==> src/rtl/if_fetch_unit_pkg.sv <==
// if_fetch_unit_pkg: next-PC select codes and fetch FSM encodings shared by the fetch stage
package if_fetch_unit_pkg;
    typedef enum logic [1:0] {
        NPC_NONE   = 2'b00,
        NPC_BRANCH = 2'b01,
        NPC_JAL    = 2'b10,
        NPC_JALR   = 2'b11
    } npc_op_e;
    typedef enum logic [1:0] {
        IF_FETCH = 2'b00,
        IF_WAIT  = 2'b01,
        IF_EXC   = 2'b10
    } if_state_e;
endpackage

==> src/rtl/if_fetch_unit_npc.sv <==
// if_npc: sequential next-PC, redirect target adder and misalign detect
module if_npc
    import if_fetch_unit_pkg::*;
(
    input  logic [31:0] pc,
    input  logic [1:0]  npc_op,
    input  logic [31:0] br_pc,
    input  logic [31:0] rs1_data,
    input  logic [31:0] immout,
    output logic [31:0] seq_pc,
    output logic [31:0] target,
    output logic        misalign
);
    assign seq_pc   = pc + 32'd4;
    assign target   = (npc_op == NPC_JALR) ? ((rs1_data + immout) & ~32'h1) : (br_pc + immout);
    assign misalign = target[1];
endmodule

==> src/rtl/if_fetch_unit.sv <==
// if_fetch_unit: PC register, single-outstanding imem fetch FSM and decode output register
module if_fetch_unit
    import if_fetch_unit_pkg::*;
#(
    parameter logic [31:0] PC_RESET  = 32'h0000_0000,
    parameter logic [31:0] NOP_INSTR = 32'h0000_0013
) (
    input  logic        clk,
    input  logic        rstn,
    output logic        imem_req,
    output logic [31:0] imem_addr,
    input  logic        imem_gnt,
    input  logic        imem_rvalid,
    input  logic [31:0] imem_rdata,
    output logic        id_valid,
    input  logic        id_ready,
    output logic [31:0] id_instr,
    output logic [31:0] id_pc,
    output logic        id_exc,
    input  logic        redirect_valid,
    input  logic [1:0]  npc_op,
    input  logic [31:0] br_pc,
    input  logic [31:0] rs1_data,
    input  logic [31:0] immout
);
    if_state_e   state;
    logic [31:0] pc_q, seq_pc, target;
    logic        drop_q, started_q, misalign, redirect, granted, outstanding, load, consume;

    if_npc u_npc (
        .pc       (pc_q),
        .npc_op   (npc_op),
        .br_pc    (br_pc),
        .rs1_data (rs1_data),
        .immout   (immout),
        .seq_pc   (seq_pc),
        .target   (target),
        .misalign (misalign)
    );

    assign redirect  = redirect_valid && (npc_op != NPC_NONE);
    assign imem_req  = started_q && (state == IF_FETCH) && (!id_valid || id_ready);
    assign imem_addr = pc_q;
    assign granted   = imem_req && imem_gnt;
    assign consume   = id_valid && id_ready;
    assign load      = (state == IF_WAIT) && imem_rvalid && !drop_q;
    // a response still owed by imem after this cycle must be dropped once a redirect lands
    assign outstanding = granted || (((state == IF_WAIT) || drop_q) && !imem_rvalid);

    always_ff @(posedge clk or negedge rstn) begin
        if (!rstn) begin
            state     <= IF_FETCH;
            pc_q      <= PC_RESET;
            drop_q    <= 1'b0;
            started_q <= 1'b0;
            id_valid  <= 1'b0;
            id_instr  <= NOP_INSTR;
            id_pc     <= '0;
            id_exc    <= 1'b0;
        end else begin
            started_q <= 1'b1;
            if (redirect) begin
                pc_q     <= target;
                drop_q   <= outstanding;
                state    <= misalign ? IF_EXC : (outstanding ? IF_WAIT : IF_FETCH);
                id_valid <= misalign;
                id_exc   <= misalign;
                id_instr <= NOP_INSTR;
                if (misalign)
                    id_pc <= target;
            end else begin
                case (state)
                    IF_FETCH: if (granted) state <= IF_WAIT;
                    IF_WAIT: if (imem_rvalid) begin
                        state  <= IF_FETCH;
                        drop_q <= 1'b0;
                        if (!drop_q)
                            pc_q <= seq_pc;
                    end
                    default: if (imem_rvalid) drop_q <= 1'b0;
                endcase
                if (load) begin
                    id_valid <= 1'b1;
                    id_instr <= imem_rdata;
                    id_pc    <= pc_q;
                    id_exc   <= 1'b0;
                end else if (consume) begin
                    id_valid <= 1'b0;
                    id_instr <= NOP_INSTR;
                    id_exc   <= 1'b0;
                end
            end
        end
    end
endmodule

==> config.mk <==
export PLATFORM = sky130hd
export DESIGN_NAME = if_fetch_unit
export DESIGN_NICKNAME = d
export VERILOG_FILES = /design/src/rtl/if_fetch_unit_pkg.sv /design/src/rtl/if_fetch_unit_npc.sv /design/src/rtl/if_fetch_unit.sv
export SDC_FILE = /design/constraint.sdc
export NUM_CORES = 1
export LEC_CHECK = 0
export ABC_CLOCK_PERIOD_IN_PS = 2150
export BUFFER_PORTS_ARGS = -buffer_cell sky130_fd_sc_hd__buf_2
export CAP_MARGIN = 20
export CELL_PAD_IN_SITES_DETAIL_PLACEMENT = 0
export CELL_PAD_IN_SITES_GLOBAL_PLACEMENT = 1
export CORE_MARGIN = 10
export CORE_UTILIZATION = 35
export DETAILED_ROUTE_END_ITERATION = 7
export PLACE_DENSITY = 0.78
export SLEW_MARGIN = 5
export SYNTH_ARGS = -nofsm -noshare
export SYNTH_HDL_FRONTEND = slang
export SYNTH_SLANG_ARGS = --single-unit
==> constraint.sdc <==
create_clock -name clk -period 2.15 [get_ports clk]
set_input_delay 0.1075 -clock clk [delete_from_list [all_inputs] [get_ports clk]]
set_output_delay 0.1075 -clock clk [all_outputs]
set_load 0.005 [all_outputs]
Word-level counts from Yosys, hierarchy flattened --
Index checks and enable logic that the tools add are counted.
Storage, ports and cells: register bits after elaboration 102, latch bits 0, bits in writable memories 0, ROM bits 0, input bits 136, logic and storage cells 68, memories 0
Cells by class: $add $sub $neg 3, multiply operators 0, divide/modulo/power cells 0, $lt $le $gt $ge 0, eq/ne operators 7, shifts and indexed selects 0, multiplexer cells 25, bitwise operators 0, reductions and logical operators 25
Operators by type and width (count):
- two-way mux 32 bit | 11
- adder 32 bit | 2
- adder 32 x 3 -> 32 bit, second input constant | 1
- two-way mux 1 bit | 9
- logical AND 1 bit | 8
- two-way mux 2 bit | 4
- nonzero test 2 bit | 4
- != test 3 bit, second input constant | 2
- AND reduction 3 bit | 2
- nonzero test 3 bit | 2
- != test 2 bit, second input constant | 2
- case mux 2 bit (2 select lines) | 1
- AND reduction 2 bit | 2
- zero test 1 bit | 3
- logical OR 1 bit | 3
- equality test 2 x 1 -> 1 bit, second input constant | 1
- equality test 2 bit, second input constant | 1
- zero test 2 bit | 1
- != test 2 x 1 -> 1 bit, second input constant | 1

Depth between registers and ports, before layout --
Gate-level depths: netlist of run 1.
depth in word-level cells 8, gate-level depth with buffers 12, depth with buffers taken out 12

Modules after synthesis --
From an unflattened synthesis of run 1, not the netlist that was laid out.
Unflattened totals: cells, all modules 1104, area, all modules 8687.1 um^2
By module, submodules not included:
- if_fetch_unit | instances 1, cells an instance 489, area each 4443.0 um^2, sequential area each 2556.2 um^2
- if_npc | instances 1, cells an instance 615, area each 4244.1 um^2, sequential area each 0.0 um^2

Worst setup path after synthesis of run 1 --
OpenSTA, ideal clock, no wires.
kind input port to flip-flop, from input port br_pc[5], to register id_pc[28], arrival time 2.288 ns, required time 2.029 ns, slack -0.259 ns, cell stages on the path 10, cells stage by stage ha_1 -> a21o_1 -> a211o_1 -> o21ba_4 -> o31ai_4 -> nor4_2 -> a2111oi_4 -> mux2i_1 -> o211ai_2 -> a22o_1
Between the ends: cells in the longest elaborated chain, start to end 4
Ends and longest elaborated chain:
- from (decl) | RTL line if_fetch_unit.sv:22 | input logic [31:0] br_pc,
- adder 32 bit | RTL line if_fetch_unit_npc.sv:15 | assign target = (npc_op == NPC_JALR) ? ((rs1_data + immout) & ~32'h1) : (br_pc + immout);
- two-way mux 32 bit | RTL line if_fetch_unit_npc.sv:15
- two-way mux 32 bit | RTL line if_fetch_unit.sv:69 | if (misalign)
- two-way mux 32 bit | RTL line if_fetch_unit.sv:62 | if (redirect) begin
- to (signal assigned) | RTL line if_fetch_unit.sv:70 | id_pc <= target;
- to (signal assigned) | RTL line if_fetch_unit.sv:85 | id_pc <= pc_q;
- to (decl) | RTL line if_fetch_unit.sv:18 | output logic [31:0] id_pc,
Every way passes these cells. The select of a mux whose other input is x is not followed. A chain may end at the register's enable or synchronous reset.

Worst setup path in the final report of run 1 --
from input port immout[2], to register pc_q[31], in the netlist imem_addr[31]
Between the ends: cells in the longest elaborated chain, start to end 3
Ends and longest elaborated chain:
- from (decl) | RTL line if_fetch_unit.sv:24 | input logic [31:0] immout
- adder 32 bit | RTL line if_fetch_unit_npc.sv:15
- two-way mux 32 bit (*) | RTL line if_fetch_unit_npc.sv:15
- two-way mux 32 bit (*) | RTL line if_fetch_unit.sv:62
- to (signal assigned) | RTL line if_fetch_unit.sv:63 | pc_q <= target;
- to (signal assigned) | RTL line if_fetch_unit.sv:78 | pc_q <= seq_pc;
- to (decl) | RTL line if_fetch_unit.sv:27 | logic [31:0] pc_q, seq_pc, target;
Every way passes the cells marked *; elsewhere a longest branch is shown, timed or not.

==> results of run 1 <==
[critical path: cells and delay by family]
kind,cells,cell delay [ps]
mux,1,80
xor+xnor,1,180
fa+ha+maj,1,270
simple gates,2,310
buf+inv,1,100
compound gates,5,1350
[cell usage after synthesis (all sizes together), types with 14 or more instances]
cell type,instances
nor3,18
o21a,23
nor2,88
clkbuf,31
nand4,19
a22o,31
a21oi,96
xor2,26
nand3,33
and3,22
a211oi,16
o31ai,15
ha,62
dfrtp,99
buf,14
a31oi,22
a21o,27
o21ai,64
nand2,101
xnor2,33
inv,23
[state kept, by name, indices dropped and copies added (netlist names)]
name,cells
drop_q,1
id_exc,1
id_instr,32
id_pc,32
id_valid,1
imem_addr,32
started_q,1
state,2
[power groups by stage]
stage | logic [uW] | registers [uW] | clock network (uW)
after detailed placement | 3720 | 2760 | 0
after global placement | 3680 | 2750 | 0
final | 4090 | 2740 | 1640
after floorplan | 1710 | 2780 | 0
after CTS | 3870 | 2730 | 1680
after global routing | 4470 | 2800 | 1770
[through the flow]
stage | total power, uW | util, %
2_1_floorplan | 4490 | -
5_1_grt | 9040 | 57.07
3_3_place_gp | 6430 | 50.54
6_report | 8473 | 57.07
4_1_cts | 8285 | 54.47
3_5_place_dp | 6478 | 50.59
[cell families (layout without fill, tap and decap cells)]
| logic type | count (synthesis) | in the layout | synth area share, % |
|---|---|---|---|
| AO/OA/AOI/OAI | 368 | 368 | 30.40 |
| AND/OR/NAND/NOR | 332 | 332 | 18.92 |
| flip-flops | 102 | 102 | 30.50 |
| buffers and inverters | 68 | 582 | 3.150 |
| adder cells (fa/ha/maj) | 64 | 64 | 9.734 |
| XOR/XNOR | 59 | 59 | 6.166 |
| multiplexers | 9 | 9 | 1.090 |
| other | 1 | 1 | 0.04475 |
[per-layer routing]
| metal | part of all wire, % | up-vias | global-route usage, % |
|---|---|---|---|
| met1 | 47 | 4648 | 28.86 |
| li1 | - | 4766 | - |
| met2 | 46 | 336 | 33.41 |
| met4 | 1.9 | 0 | 5.193 |
| met3 | 5.1 | 46 | 3.277 |
| met5 | 0 | - | 0 |
[final cells by class]
cell class	count	area, um2
Fill cell	2076	10110
Clock buffer	11	242.7
Multi-Input combinational cell	833	6380
Tap cell	319	399.1
Sequential cell	102	2556
Inverter	23	86.33
Timing Repair Buffer	543	3715
Clock inverter	5	57.56
[how the worst max path moves through the flow]
stage,end,slack [ps]
floorplan,id_pc[28],-90
global placement,id_pc[17],-540
detailed placement,id_pc[21],-560
CTS,id_pc[29],0.9
global route,imem_addr[31],-140
finish,imem_addr[31],-30
[repair_timing]
action / 4_1_cts / 5_1_grt
endpoints found under the setup margin: 31 / 56
gates resized for setup: 39 / 111
hold buffers: 29 / 0
gates cloned: 0 / 0
buffers inserted: 15 / 9
pin swaps: 33 / 54
hold endpoints to repair: 56 / 0
==> impl_metrics.csv, run 1 <==
group,metric,value,unit
status,outcome,"complete, but fails checks",
status,violations,"setup timing",
power,internal_power,5328,uW
timing,setup_viol,1,
power,power_switching,3145,uW
yosys,ys_seq_elements,102,
detailed_routing,wl_per_cell,18.52,um
clock_network,cts-root-buf,"clkbuf_16",
placement,finalWeightedCongestion,0.9020,
worst_setup_path,crit_chain,"buf_8 -> ha_4 -> nand4_1 -> a21oi_2 -> o211a_1 -> o2111ai_4 -> a211o_1 -> and3_4 -> a2111oi_4 -> xor2_1 -> mux2i_1",
yosys,netlist_area,8381,um2
power,ir_drop,0.0003681,V
yosys,netlist_instances,1003,
power,swShare,37.12,%
yosys,syn_avg_cell_area,8.355,um2
clock_network,clockBufferDepth,2,
timing,final_hold_viol_count,0,
yosys,synth_cell_type_count,81,
clock_network,cts_buffers,9,
timing,timing.fmax,458.2,MHz
detailed_routing,via_per_inst,5.336,
worst_setup_path,cp_data_required_time,2380,ps
worst_setup_path,r2r_start,"imem_addr[3]",
clock_network,cts_sinks,102,
detailed_routing,drt_iter0_drc,629,
min_path,hold-path-cell-count,2,
die,pin_count,235,
worst_setup_path,critPathMaxFanout,3,
timing,period_share,101.5,%
yosys,yosys_warnings,0,
final_layout,final_nets,1712,
timing,max_slew_margin,63.08,%
detailed_routing,post-route-drc-count,0,
global_route,antenna_found_initial,0,
placement,hpwl,26830,um
final_layout,area_delta_synth_final,60.33,%
global_route,grt_usage,20.92,%
die,die_x,174.7,um
timing,worstMarginPinSlew,551.7,ps
worst_setup_path,r2r_slack,90,ps
worst_setup_path,max_stage_delay,380,ps
run,drv_cap,0,
power,sequentialPowerShare,32.3,%
placement,placed_area,11910,um2
worst_setup_path,rr_endpoint,"imem_addr[30]",
final_layout,drive_above_1_share,43.51,%
yosys,yosys.area.top_type,"dfrtp_1",
power,cellLeakagePower,0.006361,uW
final_layout,instances_no_fill,1836,
worst_setup_path,cp_slowest_cell,"a2111oi_4",
global_route,overflow,0,
final_layout,antenna_cells,0,
timing,holdWs,7.161,ps
yosys,synthFlopType,"dfrtp_1",
worst_setup_path,crit_start,"immout[2]",
global_route,grt_pass1_wl,52670,um
detailed_routing,vias,9796,
timing,slew_viol_final,0,
yosys,seq_area_frac_synth,30.50,%
placement,portBuffers,234,
die,die_y,174.7,um
die,start_util,35.60,%
timing,skew,11.72,ps
yosys,synth_top_cell_area_share,29.56,%
yosys,synth_enable_flop_cells,0,
worst_setup_path,reg2reg_depth,10,
final_layout,fin_area,13440,um2
yosys,synthTopCellsByArea,"dfrtp_1 (30%), ha_1 (9.3%), a21oi_1 (5.7%)",
die,rows,56,
worst_setup_path,critPathKind,"input pin to flop",
placement,dp_cells,1769,
power,combPwrFrac,48.3,%
clock_network,clkLatencyLatePin,350,ps
final_layout,most-common-layout-cells,"buf_4 (272), buf_2 (222), nand2_1 (99), dfrtp_1 (99), nor2_1 (79)",
worst_setup_path,startpoint_type,"input pin",
detailed_routing,detail-route-antenna-nets,0,
worst_setup_path,cp.arrival,2410,ps
timing,setup_tns,-32.62,ps
timing,rsz0062_at_grt,"yes",
timing,layout_setup_ws,-32.62,ps
power,powerDensity,630.6,nW/um2
min_path,hold_class,"input pin to flop",
clock_network,htreeDepth,3,
placement,dp_slack,-562.6,ps
worst_setup_path,cp-end-kind,"flop",
global_route,grt_max_degree,69,
detailed_routing,first_pass_iters,5,
yosys,syn_nets,1203,
final_layout,mostFrequentLayoutCell,"buf_4",
power,clockPowerShare,19.4,%
yosys,async_flop_share,100.0,%
clock_network,cts_tree,"done",
min_path,min_to,"id_instr[24]",
detailed_routing,drt-total-wl,34000,um
clock_network,clkTransAtPathRegs,70,ps
die,core_area,23540,um2
global_route,grt_pass1_vias,9715,
die,die_area,30530,um2
timing,fin_crit,2183,ps
min_path,min_from,"imem_rdata[24]",
Note: power is estimated with default switching activity, not from simulation.
==> run 2, diff against run 1 <==
--- a/config.mk
+++ b/config.mk
@@ -14,6 +14,7 @@
 export CORE_UTILIZATION = 35
 export DETAILED_ROUTE_END_ITERATION = 7
 export PLACE_DENSITY = 0.78
+export RECOVER_POWER = 25
 export SLEW_MARGIN = 5
 export SYNTH_ARGS = -nofsm -noshare
 export SYNTH_HDL_FRONTEND = slang
==> run 2 against run 1 <==
Against the previous run:
- the run still ends with setup timing left
- sequential share of layout area hardly changed
- cell count did not move
- global-route usage stayed put
- non-clock buffer count unchanged
- combinational power about the same
==> impl_metrics.csv, run 2 (same netlist as run 1, synthesis figures left out) <==
group,metric,value,unit
status,outcome,"complete, but fails checks",
status,violations,"setup timing",
worst_setup_path,rr_endpoint,"imem_addr[30]",
worst_setup_path,cp-end-kind,"flop",
global_route,grt_usage,20.92,%
detailed_routing,post-route-drc-count,0,
power,cellLeakagePower,0.006349,uW
worst_setup_path,cp-endpoint,"imem_addr[31]",
timing,rsz0062_at_grt,"yes",
placement,finalWeightedCongestion,0.9020,
worst_setup_path,r2r_slack,100,ps
detailed_routing,drt-total-wl,34000,um
power,ir_drop,0.0003682,V
clock_network,clkTransAtPathRegs,70,ps
timing,worstMarginPinSlew,811.5,ps
worst_setup_path,max_stage_delay,380,ps
die,die_y,174.7,um
placement,hpwl,26830,um
clock_network,htreeDepth,3,
timing,fin_crit,2183,ps
worst_setup_path,cp_data_required_time,2380,ps
global_route,grt_max_degree,69,
min_path,hold_class,"input pin to flop",
worst_setup_path,cp_slowest_cell,"a2111oi_4",
die,pin_count,235,
die,die_x,174.7,um
placement,portBuffers,234,
timing,final_hold_viol_count,0,
timing,layout_setup_ws,-32.59,ps
final_layout,most-common-layout-cells,"buf_4 (270), buf_2 (220), nand2_1 (99), dfrtp_1 (99), nor2_1 (79)",
timing,setup_viol,1,
final_layout,antenna_cells,0,
die,rows,56,
clock_network,clockBufferDepth,2,
worst_setup_path,startpoint_type,"input pin",
global_route,grt_pass1_wl,52670,um
worst_setup_path,reg2reg_depth,10,
clock_network,clkLatencyLatePin,350,ps
die,die_area,30530,um2
die,start_util,35.60,%
timing,skew,11.55,ps
detailed_routing,first_pass_iters,6,
worst_setup_path,r2r_start,"imem_addr[3]",
timing,max_slew_margin,45.90,%
timing,timing.fmax,458.2,MHz
timing,slew_viol_final,0,
clock_network,cts_buffers,9,
worst_setup_path,cp.arrival,2410,ps
final_layout,mostFrequentLayoutCell,"buf_4",
detailed_routing,vias,9793,
clock_network,cts-root-buf,"clkbuf_16",
global_route,antenna_found_initial,0,
detailed_routing,detail-route-antenna-nets,0,
power,finalPower,8472,uW
clock_network,cts_sinks,102,
worst_setup_path,crit_chain,"buf_8 -> ha_4 -> nand4_1 -> a21oi_2 -> o211a_1 -> o2111ai_4 -> a211o_1 -> and3_4 -> a2111oi_4 -> xor2_1 -> mux2i_1",
detailed_routing,via_per_inst,5.334,
detailed_routing,drt_iter0_drc,633,
run,drv_cap,0,
final_layout,area_delta_synth_final,60.23,%
worst_setup_path,critPathKind,"input pin to flop",
final_layout,drive_above_1_share,43.31,%
final_layout,final_nets,1712,
die,core_area,23540,um2
timing,holdWs,6.914,ps
power,powerDensity,630.9,nW/um2
clock_network,cts_tree,"done",
global_route,grt_pass1_vias,9715,
timing,period_share,101.5,%
worst_setup_path,critPathMaxFanout,3,
global_route,overflow,0,
detailed_routing,wl_per_cell,18.52,um
worst_setup_path,crit_start,"immout[2]",
## run 2: stage by stage
step	utilization [%]	area (um2)	std cells	setup TNS, ps	worst slack, ps
floorplan	-	8511	1003	-233.1	-93.05
global placement	50.54	11900	1768	-19250	-541.0
detailed placement	50.59	11910	1769	-18480	-562.6
CTS	54.47	12820	1829	0	0.9055
global route	57.04	13430	1836	-656.9	-138.4
finish	57.04	13430	1836	-32.59	-32.59
## run 2: routing by layer
metal / GRT usage (%) / routed length (um)
met1: 28.86 / 15870
met5: 0 / 0
met3: 3.277 / 1806
met4: 5.193 / 625
met2: 33.41 / 15690
## run 2: layout make-up
cell class / instances / area [um2]
Fill cell: 2078 / 10110
Multi-Input combinational cell: 833 / 6380
Timing Repair Buffer: 543 / 3706
Sequential cell: 102 / 2556
Tap cell: 319 / 399.1
Clock buffer: 11 / 242.7
Inverter: 23 / 86.33
Clock inverter: 5 / 57.56
## run 2: worst min-delay path by stage
| stage | start | endpoint | slack [ps] | cells after the start |
|---|---|---|---|---|
| 2_1_floorplan | rstn | drop_q | -190 | 0 |
| 3_3_place_gp | rstn | id_instr[2] | 70 | 1 |
| 3_5_place_dp | rstn | id_instr[2] | 70 | 1 |
| 4_1_cts | imem_rdata[24] | id_instr[24] | 4 | 2 |
| 5_1_grt | imem_rdata[24] | id_instr[24] | 5 | 2 |
| 6_report | imem_rdata[24] | id_instr[24] | 7 | 2 |
## run 2: critical path, delay by kind of cell
kind                       cells  cell delay, ps
buffers and inverters          1             100
xor gates and xnor gates       1             180
muxes                          1              80
and+or+nand+nor                2             310
AOI/OAI and AO/OA              5            1350
adders and majority gates      1             270
## run 2: what timing repair did
action / CTS / global route
hold buffers: 29 / 0
gates cloned: 0 / 0
resized for setup: 39 / 111
pin swaps: 33 / 54
hold endpoints to repair: 56 / 0
setup buffers: 15 / 9
setup endpoints to repair: 31 / 56
## run 2: power by group
part / switching (uW) / internal [uW] / leakage [uW]
clock network: 708 / 937 / 0.000150
registers: 360 / 2380 / 0.00128
logic: 2080 / 2010 / 0.00492
==> run 3, diff against run 2 <==
--- a/config.mk
+++ b/config.mk
@@ -13,6 +13,7 @@
 export CORE_MARGIN = 10
 export CORE_UTILIZATION = 35
 export DETAILED_ROUTE_END_ITERATION = 7
+export MAX_ROUTING_LAYER = met4
 export PLACE_DENSITY = 0.78
 export RECOVER_POWER = 25
 export SLEW_MARGIN = 5
==> run 3 against run 2 <==
Against the previous run:
- the run now ends clean
- clock skew fell by 0.68 ps
- cell count fell by 0.27%
- routed wire length fell by 0.89%
- power fell by 0.39%
- maximum frequency rose by 2.5%
- final area fell by 0.34%
- die area did not move
- via count fell by 0.62%
==> impl_metrics.csv, run 3 (same netlist as run 1, synthesis figures left out) <==
group,metric,value,unit
placement,finalWeightedCongestion,0.9305,
final_layout,most-common-layout-cells,"buf_4 (266), buf_2 (215), dfrtp_1 (99)",
clock_network,cts-root-buf,"clkbuf_16",
worst_setup_path,cp-end-kind,"flop",
worst_setup_path,critPathMaxFanout,3,
global_route,grt_pass1_wl,52090,um
power,cellLeakagePower,0.006312,uW
final_layout,instances_no_fill,1831,
run,drv_cap,0,
final_layout,mostFrequentLayoutCell,"buf_4",
worst_setup_path,r2r_start,"imem_addr[2]",
timing,timing.fmax,469.5,MHz
placement,dp_cells,1764,
worst_setup_path,rr_endpoint,"imem_addr[31]",
status,outcome,"finished clean",
clock_network,cts_buffers,9,
clock_network,cts_tree,"done",
placement,portBuffers,234,
detailed_routing,vias,9732,
detailed_routing,drt_iter0_drc,641,
global_route,grt_pass1_vias,9669,
timing,max_slew_margin,45.31,%
detailed_routing,wl_per_cell,18.40,um
detailed_routing,drt-total-wl,33700,um
timing,rsz0062_at_grt,"yes",
worst_setup_path,critPathKind,"input pin to flop",
die,core_area,23540,um2
worst_setup_path,startpoint_type,"input pin",
die,die_y,174.7,um
worst_setup_path,crit_chain,"buf_2 -> ha_1 -> inv_1 -> buf_4 -> o21bai_1 -> a221oi_2 -> a211o_1 -> nand2_1 -> a2111oi_4 -> xor2_1 -> mux2i_1",
worst_setup_path,cp.arrival,2360,ps
worst_setup_path,reg2reg_depth,10,
timing,skew,10.87,ps
timing,slew_viol_final,0,
final_layout,final_util,56.84,%
clock_network,htreeDepth,3,
power,ir_drop,0.0004258,V
power,powerDensity,630.7,nW/um2
detailed_routing,detail-route-antenna-nets,0,
placement,placed_area,11880,um2
global_route,grt_max_degree,49,
worst_setup_path,max_stage_delay,450,ps
final_layout,fill_cells,2174,
timing,fin_crit,2130,ps
timing,setup_viol,0,
detailed_routing,via_per_inst,5.315,
die,die_area,30530,um2
die,rows,56,
worst_setup_path,cp_slowest_cell,"a2111oi_4",
timing,setup_tns,0,ps
worst_setup_path,crit_start,"immout[13]",
placement,hpwl,26900,um
final_layout,drive_above_1_share,43.06,%
timing,final_hold_viol_count,0,
clock_network,cts_sinks,102,
final_layout,area_delta_synth_final,59.67,%
final_layout,fin_area,13380,um2
global_route,antenna_found_initial,0,
worst_setup_path,r2r_slack,120,ps
final_layout,antenna_cells,0,
timing,period_share,99.06,%
die,pin_count,235,
min_path,hold_class,"input pin to flop",
clock_network,clkLatencyLatePin,350,ps
final_layout,final_nets,1707,
clock_network,clockBufferDepth,2,
worst_setup_path,cp_data_required_time,2380,ps
timing,worstMarginPinSlew,820.4,ps
detailed_routing,first_pass_iters,5,
worst_setup_path,cp-endpoint,"imem_addr[31]",
global_route,overflow,0,
clock_network,clkTransAtPathRegs,70,ps
die,start_util,35.60,%
final_layout,seqCellArea,2556,um2
final_layout,multi_input_area,6381,um2
die,die_x,174.7,um
power,finalPower,8439,uW
global_route,grt_usage,21.26,%
detailed_routing,post-route-drc-count,0,
-- run 3: changes by cell type in the layout (fill, tap and decap cells not counted), sizes merged --
cell	before	now
buf	510	501
clkbuf	15	20
clkinv	3	0
clkinvlp	0	2
dlygate4sd3	29	30
inv	24	23
-- run 3: where the power goes --
group          internal, uW  total [uW]  switching [uW]
registers              2380        2740             359
clock network           936        1630             692
logic                  2010        4070            2070
total                  5320        8440            3120
-- run 3: critical path: cells and delay by family --
kind | cells | cell delay [ps]
and+or+nand+nor | 1 | 130
buffers and inverters | 3 | 370
muxes | 1 | 70
adders and majority gates | 1 | 330
xor gates and xnor gates | 1 | 180
AOI/OAI and AO/OA | 4 | 1160
-- run 3: final cells by class --
class | count | share of cell area (%)
clock buffers | 13 | 1.870
flip-flops and latches | 102 | 19.10
clock inverters | 3 | 0.3366
repair buffers | 538 | 27.38
well taps | 319 | 2.983
multi-input cells | 833 | 47.69
inverters | 23 | 0.6452
-- run 3: timing repair --
item	4_1_cts	5_1_grt
buffers inserted	8	13
resized for setup	33	115
pin swaps	31	59
gates cloned	0	0
hold buffers	30	0
endpoints found under the setup margin	31	39
hold endpoints to repair	58	0
-- run 3: routing by layer --
metal	routed length, um	vias up	global-route usage, %	share of wire (%)
met3	1610	34	2.673	4.8
met5	0	-	-	0
li1	-	4751	-	-
met1	15910	4620	28.56	47
met2	15570	327	33.49	46
met4	603	0	4.875	1.8
-- run 3: worst min-delay path by stage --
stage / slack, ps / end / cells after the start / start
2_1_floorplan: -190 / drop_q / 0 / rstn
3_5_place_dp: 80 / id_instr[2] / 1 / rstn
3_3_place_gp: 80 / id_instr[2] / 1 / rstn
4_1_cts: 1 / id_instr[29] / 2 / imem_rdata[29]
6_report: 20 / id_instr[29] / 2 / imem_rdata[29]
5_1_grt: 8 / id_instr[29] / 2 / imem_rdata[29]
-- run 3: metrics by stage --
stage	hold slack, ps	setup WS [ps]
detailed placement	80.14	-574.4
floorplan	-188.1	-93.05
CTS	1.371	1.859
global placement	75.72	-559.5
global route	7.524	-60.23
finish	17.14	20.29
